`config.mk`:
```
export PLATFORM = sky130hd
export DESIGN_NAME = alu_cmd_scheduler_flat
export DESIGN_NICKNAME = d
export VERILOG_FILES = /design/src/rtl/alu_cmd_scheduler_if.sv /design/src/rtl/alu_cmd_scheduler.sv /design/src/flat_wrapper.sv
export SDC_FILE = /design/constraint.sdc
export NUM_CORES = 1
export LEC_CHECK = 0
export CORE_MARGIN = 2
export CORE_UTILIZATION = 45
export DETAILED_ROUTE_END_ITERATION = 7
export GPL_ROUTABILITY_DRIVEN = 1
export PLACE_DENSITY = 0.74
export SLEW_MARGIN = 0
export SYNTH_ARGS = -nofsm -noshare
export SYNTH_HDL_FRONTEND = slang
export SYNTH_SLANG_ARGS = --single-unit
```
`constraint.sdc`:
```
create_clock -name clk -period 8 [get_ports clk]
set_clock_uncertainty 0.15 [all_clocks]
set_input_delay 1.6 -clock clk [delete_from_list [all_inputs] [get_ports clk]]
set_output_delay 1.6 -clock clk [all_outputs]
set_load 0.01 [all_outputs]
```
`src/rtl/alu_cmd_scheduler_if.sv`:
```
// Handshake and data bundle between the command parser, the ALU and the
// result formatter on one side, and the command scheduler on the other.
interface alu_cmd_scheduler_if;
  logic        cmd_valid;
  logic        cmd_ready;
  logic [3:0]  cmd_dtype;
  logic [4:0]  cmd_operator;
  logic [15:0] cmd_src1;
  logic [15:0] cmd_src2;
  logic [3:0]  alu_dtype;
  logic [4:0]  alu_operator;
  logic [15:0] alu_src1;
  logic [15:0] alu_src2;
  logic        alu_start;
  logic        alu_done;
  logic [31:0] alu_res;
  logic        res_valid;
  logic        res_ready;
  logic [31:0] res_data;
  logic        res_err;
  logic        busy;

  // Scheduler side
  modport slave (
    input  cmd_valid, cmd_dtype, cmd_operator, cmd_src1, cmd_src2,
    input  alu_done, alu_res, res_ready,
    output cmd_ready, alu_dtype, alu_operator, alu_src1, alu_src2, alu_start,
    output res_valid, res_data, res_err, busy
  );

  // Environment side: parser, ALU and result formatter
  modport master (
    output cmd_valid, cmd_dtype, cmd_operator, cmd_src1, cmd_src2,
    output alu_done, alu_res, res_ready,
    input  cmd_ready, alu_dtype, alu_operator, alu_src1, alu_src2, alu_start,
    input  res_valid, res_data, res_err, busy
  );
endinterface

```
`src/rtl/alu_cmd_scheduler.sv`:
```
// Command scheduler: buffers parsed commands in a FIFO, issues them to the
// ALU one at a time, waits for completion (with timeout) and hands the
// result to the TX formatter through a valid/ready handshake.
module alu_cmd_scheduler #(
  parameter int FIFO_DEPTH = 4,
  parameter int TIMEOUT    = 64
) (
  input logic                clk,
  input logic                rst,
  alu_cmd_scheduler_if.slave bus
);
  localparam int AW = $clog2(FIFO_DEPTH);
  localparam int CW = $clog2(TIMEOUT);
  localparam logic [CW-1:0] CNT_LAST = CW'(TIMEOUT - 1);
  localparam logic [CW-1:0] CNT_ZERO = {CW{1'b0}};
  localparam logic [AW:0]   PTR_ONE  = (AW+1)'(1'b1);

  typedef enum logic [1:0] {
    IDLE  = 2'd0,
    ISSUE = 2'd1,
    WAIT  = 2'd2,
    HOLD  = 2'd3
  } state_t;

  // A command is legal for signed/unsigned add, sub, mul and div only.
  function automatic logic cmd_is_legal(input logic [3:0] dtype, input logic [4:0] op);
    logic dtype_ok;
    logic op_ok;
    dtype_ok = (dtype == 4'd1) || (dtype == 4'd2);
    op_ok    = (op >= 5'd1) && (op <= 5'd4);
    return dtype_ok && op_ok;
  endfunction

  state_t        state_r;
  state_t        state_next_s;
  logic [40:0]   fifo_mem_r [FIFO_DEPTH];
  logic [AW:0]   wr_ptr_r;
  logic [AW:0]   rd_ptr_r;
  logic [AW:0]   wr_ptr_next_s;
  logic [AW:0]   rd_ptr_next_s;
  logic          fifo_empty_s;
  logic          fifo_full_s;
  logic          fifo_empty_next_s;
  logic          fifo_full_next_s;
  logic          push_s;
  logic          pop_s;
  logic [40:0]   head_s;
  logic          head_legal_s;
  logic          issue_legal_s;
  logic          done_ok_s;
  logic          timeout_s;
  logic          alu_start_next_s;
  logic [CW-1:0] wait_cnt_r;
  logic [3:0]    alu_dtype_r;
  logic [4:0]    alu_operator_r;
  logic [15:0]   alu_src1_r;
  logic [15:0]   alu_src2_r;
  logic          alu_start_r;
  logic          res_valid_r;
  logic [31:0]   res_data_r;
  logic          res_err_r;
  logic          cmd_ready_r;
  logic          busy_r;

  // Pointers carry an extra MSB so full and empty are distinguishable.
  assign fifo_empty_s  = (wr_ptr_r == rd_ptr_r);
  assign fifo_full_s   = (wr_ptr_r[AW] != rd_ptr_r[AW]) &&
                         (wr_ptr_r[AW-1:0] == rd_ptr_r[AW-1:0]);
  assign push_s        = bus.cmd_valid && !fifo_full_s;
  assign pop_s         = (state_r == IDLE) && !fifo_empty_s;
  assign head_s        = fifo_mem_r[rd_ptr_r[AW-1:0]];
  assign head_legal_s  = cmd_is_legal(head_s[40:37], head_s[36:32]);
  assign issue_legal_s = cmd_is_legal(alu_dtype_r, alu_operator_r);

  // The first WAIT cycle (counter 0) is a guard: the ALU has not yet latched
  // the operator, so a done seen there belongs to nothing we issued.
  assign done_ok_s = (state_r == WAIT) && (wait_cnt_r != CNT_ZERO) && bus.alu_done;
  assign timeout_s = (state_r == WAIT) && !done_ok_s && (wait_cnt_r == CNT_LAST);

  // Next FIFO pointers and the flags they imply, used to register outputs.
  always_comb begin
    wr_ptr_next_s = wr_ptr_r;
    rd_ptr_next_s = rd_ptr_r;
    if (push_s) begin
      wr_ptr_next_s = wr_ptr_r + PTR_ONE;
    end else begin
      wr_ptr_next_s = wr_ptr_r;
    end
    if (pop_s) begin
      rd_ptr_next_s = rd_ptr_r + PTR_ONE;
    end else begin
      rd_ptr_next_s = rd_ptr_r;
    end
    fifo_empty_next_s = (wr_ptr_next_s == rd_ptr_next_s);
    fifo_full_next_s  = (wr_ptr_next_s[AW] != rd_ptr_next_s[AW]) &&
                        (wr_ptr_next_s[AW-1:0] == rd_ptr_next_s[AW-1:0]);
  end

  // Next-state logic of the issue/wait/hold sequencer.
  always_comb begin
    state_next_s     = state_r;
    alu_start_next_s = 1'b0;
    case (state_r)
      IDLE: begin
        if (!fifo_empty_s) begin
          state_next_s     = ISSUE;
          alu_start_next_s = head_legal_s;
        end else begin
          state_next_s = IDLE;
        end
      end
      ISSUE: begin
        if (issue_legal_s) begin
          state_next_s = WAIT;
        end else begin
          state_next_s = HOLD;
        end
      end
      WAIT: begin
        if (done_ok_s || timeout_s) begin
          state_next_s = HOLD;
        end else begin
          state_next_s = WAIT;
        end
      end
      HOLD: begin
        if (bus.res_ready) begin
          state_next_s = IDLE;
        end else begin
          state_next_s = HOLD;
        end
      end
      default: begin
        state_next_s = IDLE;
      end
    endcase
  end

  // State, FIFO pointers and registered status outputs.
  always_ff @(posedge clk) begin
    if (rst) begin
      state_r     <= IDLE;
      wr_ptr_r    <= {(AW+1){1'b0}};
      rd_ptr_r    <= {(AW+1){1'b0}};
      alu_start_r <= 1'b0;
      res_valid_r <= 1'b0;
      cmd_ready_r <= 1'b1;
      busy_r      <= 1'b0;
    end else begin
      state_r     <= state_next_s;
      wr_ptr_r    <= wr_ptr_next_s;
      rd_ptr_r    <= rd_ptr_next_s;
      alu_start_r <= alu_start_next_s;
      res_valid_r <= (state_next_s == HOLD);
      cmd_ready_r <= !fifo_full_next_s;
      busy_r      <= !fifo_empty_next_s || (state_next_s != IDLE);
    end
  end

  // Command storage; contents need no reset since the pointers gate reads.
  always_ff @(posedge clk) begin
    if (push_s) begin
      fifo_mem_r[wr_ptr_r[AW-1:0]] <= {bus.cmd_dtype, bus.cmd_operator, bus.cmd_src1, bus.cmd_src2};
    end
  end

  // Operand registers: loaded on the pop, held until the next issue.
  always_ff @(posedge clk) begin
    if (rst) begin
      alu_dtype_r    <= 4'd0;
      alu_operator_r <= 5'd0;
      alu_src1_r     <= 16'd0;
      alu_src2_r     <= 16'd0;
    end else if (pop_s) begin
      alu_dtype_r    <= head_s[40:37];
      alu_operator_r <= head_s[36:32];
      alu_src1_r     <= head_s[31:16];
      alu_src2_r     <= head_s[15:0];
    end
  end

  // WAIT-cycle counter; cleared in every other state so each issue starts at 0.
  always_ff @(posedge clk) begin
    if (rst) begin
      wait_cnt_r <= CNT_ZERO;
    end else if (state_r == WAIT) begin
      wait_cnt_r <= wait_cnt_r + CW'(1'b1);
    end else begin
      wait_cnt_r <= CNT_ZERO;
    end
  end

  // Result capture: ALU result on done, zero plus error on timeout/illegal.
  always_ff @(posedge clk) begin
    if (rst) begin
      res_data_r <= 32'd0;
      res_err_r  <= 1'b0;
    end else if ((state_r == ISSUE) && !issue_legal_s) begin
      res_data_r <= 32'd0;
      res_err_r  <= 1'b1;
    end else if (done_ok_s) begin
      res_data_r <= bus.alu_res;
      res_err_r  <= 1'b0;
    end else if (timeout_s) begin
      res_data_r <= 32'd0;
      res_err_r  <= 1'b1;
    end
  end

  assign bus.cmd_ready    = cmd_ready_r;
  assign bus.alu_dtype    = alu_dtype_r;
  assign bus.alu_operator = alu_operator_r;
  assign bus.alu_src1     = alu_src1_r;
  assign bus.alu_src2     = alu_src2_r;
  assign bus.alu_start    = alu_start_r;
  assign bus.res_valid    = res_valid_r;
  assign bus.res_data     = res_data_r;
  assign bus.res_err      = res_err_r;
  assign bus.busy         = busy_r;
endmodule
```
`src/flat_wrapper.sv`:
```
// flat-port wrapper written by rule: the top's interface ports become plain ports
module alu_cmd_scheduler_flat 
#(
  parameter int FIFO_DEPTH = 4,
  parameter int TIMEOUT    = 64
)
  (clk, rst, bus_cmd_valid, bus_cmd_dtype, bus_cmd_operator, bus_cmd_src1, bus_cmd_src2, bus_alu_done, bus_alu_res, bus_res_ready, bus_cmd_ready, bus_alu_dtype, bus_alu_operator, bus_alu_src1, bus_alu_src2, bus_alu_start, bus_res_valid, bus_res_data, bus_res_err, bus_busy);
  alu_cmd_scheduler_if bus_i ();
  input logic clk;
  input logic rst;
  input wire logic [$bits(bus_i.cmd_valid)-1:0] bus_cmd_valid;
  input wire logic [$bits(bus_i.cmd_dtype)-1:0] bus_cmd_dtype;
  input wire logic [$bits(bus_i.cmd_operator)-1:0] bus_cmd_operator;
  input wire logic [$bits(bus_i.cmd_src1)-1:0] bus_cmd_src1;
  input wire logic [$bits(bus_i.cmd_src2)-1:0] bus_cmd_src2;
  input wire logic [$bits(bus_i.alu_done)-1:0] bus_alu_done;
  input wire logic [$bits(bus_i.alu_res)-1:0] bus_alu_res;
  input wire logic [$bits(bus_i.res_ready)-1:0] bus_res_ready;
  output wire logic [$bits(bus_i.cmd_ready)-1:0] bus_cmd_ready;
  output wire logic [$bits(bus_i.alu_dtype)-1:0] bus_alu_dtype;
  output wire logic [$bits(bus_i.alu_operator)-1:0] bus_alu_operator;
  output wire logic [$bits(bus_i.alu_src1)-1:0] bus_alu_src1;
  output wire logic [$bits(bus_i.alu_src2)-1:0] bus_alu_src2;
  output wire logic [$bits(bus_i.alu_start)-1:0] bus_alu_start;
  output wire logic [$bits(bus_i.res_valid)-1:0] bus_res_valid;
  output wire logic [$bits(bus_i.res_data)-1:0] bus_res_data;
  output wire logic [$bits(bus_i.res_err)-1:0] bus_res_err;
  output wire logic [$bits(bus_i.busy)-1:0] bus_busy;
  assign bus_i.cmd_valid = bus_cmd_valid;
  assign bus_i.cmd_dtype = bus_cmd_dtype;
  assign bus_i.cmd_operator = bus_cmd_operator;
  assign bus_i.cmd_src1 = bus_cmd_src1;
  assign bus_i.cmd_src2 = bus_cmd_src2;
  assign bus_i.alu_done = bus_alu_done;
  assign bus_i.alu_res = bus_alu_res;
  assign bus_i.res_ready = bus_res_ready;
  assign bus_cmd_ready = bus_i.cmd_ready;
  assign bus_alu_dtype = bus_i.alu_dtype;
  assign bus_alu_operator = bus_i.alu_operator;
  assign bus_alu_src1 = bus_i.alu_src1;
  assign bus_alu_src2 = bus_i.alu_src2;
  assign bus_alu_start = bus_i.alu_start;
  assign bus_res_valid = bus_i.res_valid;
  assign bus_res_data = bus_i.res_data;
  assign bus_res_err = bus_i.res_err;
  assign bus_busy = bus_i.busy;
  alu_cmd_scheduler #(.FIFO_DEPTH(FIFO_DEPTH), .TIMEOUT(TIMEOUT)) u_core (.clk(clk), .rst(rst), .bus(bus_i));
endmodule
```
==> metrics.txt, run 1 <==
Die ar.=22350 sq um; ys async rst share=0%; CTS tree=built; Die Width=roughly 150 um; min Tclk post-route=3.503 ns; total grt overflow=0; Final Hold Fails=0; Final Max Slew Viols=0; synthesized area=between 9000 and 10000 sq um; hold buffer count at CTS=0; Synth area leader=edfxtp_1; ys flop type=edfxtp_1; final setup fails=0; I/O Buffers=around 160; cell count after placement=between 1000 and 1500; CP Data Arrival Time=about 3.5 ns; row cnt=53; status=finished clean; CP Launch Type=primary input; DRT iter0 DRCs=430; crit path kind=in2reg; Least-Margin Pin Slew=about 1.2 ns; RSZ-0062 raised after global routing=no; initial core utilization=a little under half; total setup buffers inserted after CTS=0; vias=5746; Layout Cells excl Fill=between 1000 and 1500; endpoint type of the worst setup path=flop; antenna violations before repair=0; slowest CP cell=and2_2; DRC=0; Yosys warnings=0; Core Area=20890 sq um; die span in y=~150 um; DR vias/cell=roughly 5.2; Overall Global Routing Usage=around 17%; Clock Latency Late Sink=0.54 ns; worst path required time=around 8 ns; drt wl/cell=between 15 and 20 um; IO Count=between 150 and 200; power per cell area=306.9 nW/um^2; post-synthesis average cell area=between 10 and 15 sq um; drt total wl=19520 um; xor-xnor portion of the synthesized cell area=under 10%; synthesis-to-layout area growth=28.01%; fill cell count=1667; syn_nets=about 750; routability cong.=0.7578; peak supply drop=~230 uV; final period utilization=between 40% and 50%; CTS-repair resized insts=0; CTS H-Tree Depth=1; TritonCTS Buffers=27; clock sinks=approximately 260; Synth cell types=40; Leakage=between 0.003 and 0.004 uW; CTS root buf=clkbuf_16; ANT nets after route=0; number of max-cap violations=0; Final nets=898; Synth Area in Adders=0.9192%; simple-gate share of the synthesized area=a little under a tenth; Rel. slew slack=20.89%; Mapped Cells=around 660; combinational family with the most area after synthesis=multiplexers; vias in the first global route=5635; Critical Path Max Stage Delay=0.99 ns; sequential fraction of the synthesis area=about 70%; top-area cell type share of the netlist area=~52%; Reg clk slew, reported paths=about 0.060 ns; min-delay worst type=reg2reg; top cells by area, synth=edfxtp_1 52%, dfxtp_1 19%, mux4_2 9.5%, nand2_1 4.8%, a21oi_1 4.0%; crit-path cells=clkdlybuf4s50_1 -> o31a_1 -> and2_2; setup TNS=0 ns; FMAX=285.4 MHz; DR pass1 iterations=5; Synth Register Bits=between 200 and 300; first-pass GRT wire length=between 30000 and 40000 um; Detailed Place HPWL=about 12000 um; diode count=0; Critical Path Fanout Max=42; Compound-Gate Fraction of Synth Area=5.332%; largest net degree at the start of global routing=57; number of synthesized flops with an enable pin=between 150 and 200; share of cells above drive strength 1=12.11%; mux cell area share after synthesis=around a tenth; Max Root-Sink Buffers=3
==> kinds of logic (layout without fill, tap and decap cells) <==
family	count (synthesis)	in the layout
fa+ha+maj	7	7
xor+xnor	20	20
simple gates	201	201
buf+inv	45	218
compound gates	91	91
mux	41	41
flops	256	256
==> critical path: cells and delay by family <==
kind | cells | cell delay, ns
buffers and inverters | 1 | 0.55
AO/OA/AOI/OAI | 1 | 0.32
AND/OR/NAND/NOR | 1 | 0.99
==> state kept, by name, summed over array words and instances, names as in the netlist, 2 cells and up <==
signal and flops:
u_core.wr_ptr_r 3, u_core.fifo_mem_r 164, u_core.bus.alu_src1 16, u_core.bus.alu_dtype 4, u_core.rd_ptr_r 3, u_core.wait_cnt_r 6, u_core.bus.alu_src2 16, u_core.bus.alu_operator 5
u_core.state_r 2, u_core.bus.res_data 32
==> path summary, 6_finish.rpt <==
check | from | endpoint | slack (ns) | cells past startpoint
worst max-delay path | bus_cmd_valid | u_core.fifo_mem_r[3][37] | 4.50 | 3
worst min-delay path | u_core.bus.alu_src1[1] | u_core.bus.alu_src1[1] | 0.30 | 2
worst max register to register | u_core.rd_ptr_r[0] | u_core.fifo_mem_r[3][37] | 4.73 | 3
worst min register to register | u_core.bus.alu_src1[1] | u_core.bus.alu_src1[1] | 0.30 | 2
==> cell usage after synthesis (2+ instances only) <==
cell	n
edfxtp_1	164
nand2_1	121
dfxtp_1	92
a21oi_1	76
mux4_2	40
nand3_1	39
clkbuf_1	26
nor2_1	17
xnor2_1	10
xor2_1	10
buf_2	8
ha_1	7
inv_1	6
and2_1	4
nand2b_1	3
nor4_1	3
o211ai_1	3
o21ai_0	3
or2_2	3
buf_1	2
buf_6	2
nand4_1	2
nor3_1	2
or3_1	2
==> power by group <==
| group | internal [uW] | switching [uW] | total [uW] |
|---|---|---|---|
| Combinational | 426 | 444 | 870 |
| Clock | 698 | 504 | 1200 |
| Sequential | 1560 | 111 | 1670 |
| Total | 2690 | 1060 | 3740 |
==> metrics by stage <==
stage	setup slack [ns]	instance area, sq um	hold WS [ns]	utilization [%]	total power, uW
after global placement	4.000	11320	0.2948	54.21	2569
after CTS	4.519	12200	0.3071	58.39	3786
after floorplan	4.543	9528	0.2917	-	2198
final	4.497	12200	0.3043	58.39	3743
after detailed placement	3.963	11320	0.2990	54.21	2578
after global routing	4.341	12200	0.3261	58.39	3925
==> metal layers <==
metal | wire (um) | GRT usage, % | up-vias
met2 | 9621 | 29.79 | 198
met1 | 8101 | 22.75 | 2781
met5 | 0 | 0 | -
met4 | 356 | 3.810 | 0
li1 | - | - | 2742
met3 | 1445 | 3.811 | 25
==> cell usage in the layout (no fill, tap or decap), drive strengths merged, types with 2 or more instances in the layout <==
cell type | synthesis | layout
clkinvlp | 0 | 4
inv | 6 | 7
o21ai | 3 | 3
o211ai | 3 | 3
nand2 | 121 | 121
clkinv | 0 | 12
nand4 | 2 | 2
edfxtp | 164 | 164
nand2b | 3 | 3
mux4 | 41 | 41
ha | 7 | 7
dfxtp | 92 | 92
or2 | 3 | 3
nand3 | 39 | 39
nor2 | 17 | 17
a21oi | 76 | 76
nor3 | 2 | 2
or3 | 2 | 2
nor4 | 3 | 3
buf | 13 | 8
xnor2 | 10 | 10
xor2 | 10 | 10
clkbuf | 26 | 31
clkdlybuf4s50 | 0 | 154
and2 | 4 | 4
bufinv | 0 | 2
==> cell type report <==
cell class / count / area, sq um / area share, %
clock buffers: 31 / 700.7 / 5.745
clock inverters: 19 / 171.4 / 1.405
inverters: 6 / 22.52 / 0.1847
multi-input cells: 360 / 2587 / 21.21
flip-flops and latches: 256 / 6771 / 55.52
well taps: 275 / 344.1 / 2.821
repair buffers: 162 / 1599 / 13.11
Power figures use the tool's default switching activity.
==> run 2, diff against run 1 <==
==> constraint.sdc (replaced) <==
create_clock -name clk -period 3.4 [get_ports clk]
set_clock_uncertainty 0.15 [all_clocks]
set_input_delay 0.68 -clock clk [delete_from_list [all_inputs] [get_ports clk]]
set_output_delay 0.68 -clock clk [all_outputs]
set_load 0.01 [all_outputs]
==> run 2 against run 1 <==
First-iteration DRC count fell by 17%; setup slack worse by 3.6 ns; design area increased by 1.1%; via count is 3.0% higher; largest cell class unchanged.
==> metrics.txt, run 2 (synthesis gave the netlist of run 1 again) <==
Max Root-Sink Buffers=3 (unchanged); drt total wl=20490 um (+4.9%); TritonCTS Buffers=27 (unchanged); DR vias/cell=5.293 (+2.2%); Final Max Slew Viols=0 (unchanged); vias in the first global route=5764 (+2.3%); Layout Cells excl Fill=1118 (+0.81%); drt wl/cell=18.32 um (+4.1%); FMAX=roughly 400 MHz; post-route setup slack=0.9130 ns (-3.584 ns); Die ar.=22350 sq um (unchanged); DRT iter0 DRCs=357 (-17%); slowest CP cell=mux4_1; Least-Margin Pin Slew=0.6567 ns (-0.5300 ns); final period utilization=around three quarters; clock sinks=256 (unchanged); Core Area=20890 sq um (unchanged); worst hold margin=0.3034 ns (-0.0008480 ns); WP buf/inv=1 (unchanged); Final Hold Fails=0 (unchanged); diode count=0 (unchanged); endpoint type of the worst setup path=flop; first-pass GRT wire length=31740 um (+5.4%); Final nets=908 (+1.1%); Overall Global Routing Usage=18.37% (+1.0 points); hold buffer count at CTS=0 (unchanged); Leakage=0.004070 uW (+2.1%); post-place setup slack=0.7663 ns (-3.197 ns); initial core utilization=45.61% (unchanged); final setup fails=0 (unchanged); total setup buffers inserted after CTS=0 (unchanged); cell count after placement=1069 (+0.94%); clock network power share=32.8% (+0.7 points); Rel. slew slack=56.22% (+35 points); commonest non-fill, non-tap cell in the layout=edfxtp_1; max reg flops=164 (unchanged); delay-heaviest family, CP=simple AND/OR/NAND/NOR gates; min-delay worst type=reg2reg; peak supply drop=482.0 uV (+110%); Die Width=149.5 um (unchanged); sequential power share=43.2% (-1.5 points); most frequent cells in the layout=164 x edfxtp_1, 154 x clkdlybuf4s50_1, 121 x nand2_1, 90 x dfxtp_1, 76 x a21oi_1; RSZ-0062 raised after global routing=no; CTS-repair resized insts=0 (unchanged); row cnt=53 (unchanged); antenna violations before repair=0 (unchanged); status=finished clean; Critical Path Fanout Max=15 (-64%); Multi-input gate area=2587 sq um (unchanged); largest net degree at the start of global routing=56 (-1.8%); number of max-cap violations=0 (unchanged); vias=5918 (+3.0%); routability cong.=0.7750 (+2.3%); share of cells above drive strength 1=13.64% (+1.5 points); CTS root buf=clkbuf_16; IO Count=156 (unchanged); crit path kind=reg2reg; CP Launch Type=flop; die span in y=149.5 um (unchanged); worst path required time=3.68 ns (-4.31 ns); sw frac=27.81% (-0.46 points); Register Area=6771 sq um (unchanged); crit-path cells=buf_4 -> mux4_1 -> or4_1 -> nor4_1; internal power=6488 uW (+140%); Switch Pwr=2499 uW (+140%); fill cell count=1622 (-2.7%); CP Data Arrival Time=2.76 ns (-0.74 ns); I/O Buffers=155 (unchanged); Gate power share=24.0% (+0.8 points); DR pass1 iterations=4 (-1); Clock Latency Late Sink=0.52 ns (-0.02 ns); synthesis-to-layout area growth=29.42%; Detailed Place HPWL=12870 um (+10%); CTS tree=built; Reg clk slew, reported paths=0.06 ns (about the same); min Tclk post-route=approximately 2.5 ns; Critical Path Max Stage Delay=0.63 ns (-0.36 ns); DRC=0 (unchanged); total grt overflow=0 (unchanged); CTS H-Tree Depth=1 (unchanged); ANT nets after route=0 (unchanged); setup TNS=0 ns (unchanged); power per cell area=728.8 nW/um^2 (+140%)
## run 2: changes by cell type in the layout (fill, tap and decap cells not counted), moves of 2 or more
cell	previous run	this run
clkinv_2	5	9
buf_4	7	15
clkinv_1	5	1
bufinv_16	2	4
buf_12	0	2
## run 2: power by group through the flow
| stage | Sequential, uW | Clock, uW | Combinational [uW] |
|---|---|---|---|
| 6_report | 3880 | 2950 | 2150 |
| 3_3_place_gp | 3930 | 0 | 2150 |
| 5_1_grt | 3920 | 3150 | 2350 |
| 3_5_place_dp | 3940 | 0 | 2170 |
| 4_1_cts | 3890 | 3020 | 2190 |
| 2_1_floorplan | 3980 | 0 | 1190 |
## run 2: cell type report
cell class | count | share of cell area [%]
tap | 275 | 2.790
clock inverter | 19 | 1.695
multi-input combinational | 360 | 20.98
timing repair buffer | 172 | 13.78
sequential | 256 | 54.92
clock buffer | 30 | 5.652
inverter | 6 | 0.1826
## run 2: path summary, 6_finish.rpt
path | cells past startpoint | slack [ns] | startpoint | end
max | 4 | 0.91 | u_core.rd_ptr_r[0] | u_core.bus.alu_start
min | 2 | 0.30 | u_core.bus.alu_src1[9] | u_core.bus.alu_src1[9]
max reg2reg | 4 | 0.91 | u_core.rd_ptr_r[0] | u_core.bus.alu_start
min reg2reg | 2 | 0.30 | u_core.bus.alu_src1[9] | u_core.bus.alu_src1[9]
## run 2: metrics by stage
stage	area [sq um]	util, %	total power [uW]
finish	12330	59.03	8986
floorplan	9528	-	5172
global placement	11420	54.69	6082
detailed placement	11420	54.69	6112
global route	12330	59.03	9419
CTS	12330	59.03	9103
## run 2: worst min-delay path: stages, from the launching register on
cell     delay, ns
dfxtp_1       0.31
nand2_1       0.05
a21oi_1       0.05
## run 2: per-layer routing
metal / part of all wire [%] / vias to the layer above / global-route usage [%]
li1: - / 2759 / -
met1: 40 / 2898 / 23.59
met2: 49 / 232 / 31.56
met3: 8.5 / 29 / 4.268
met4: 2.0 / 0 / 4.857
met5: 0 / - / 0
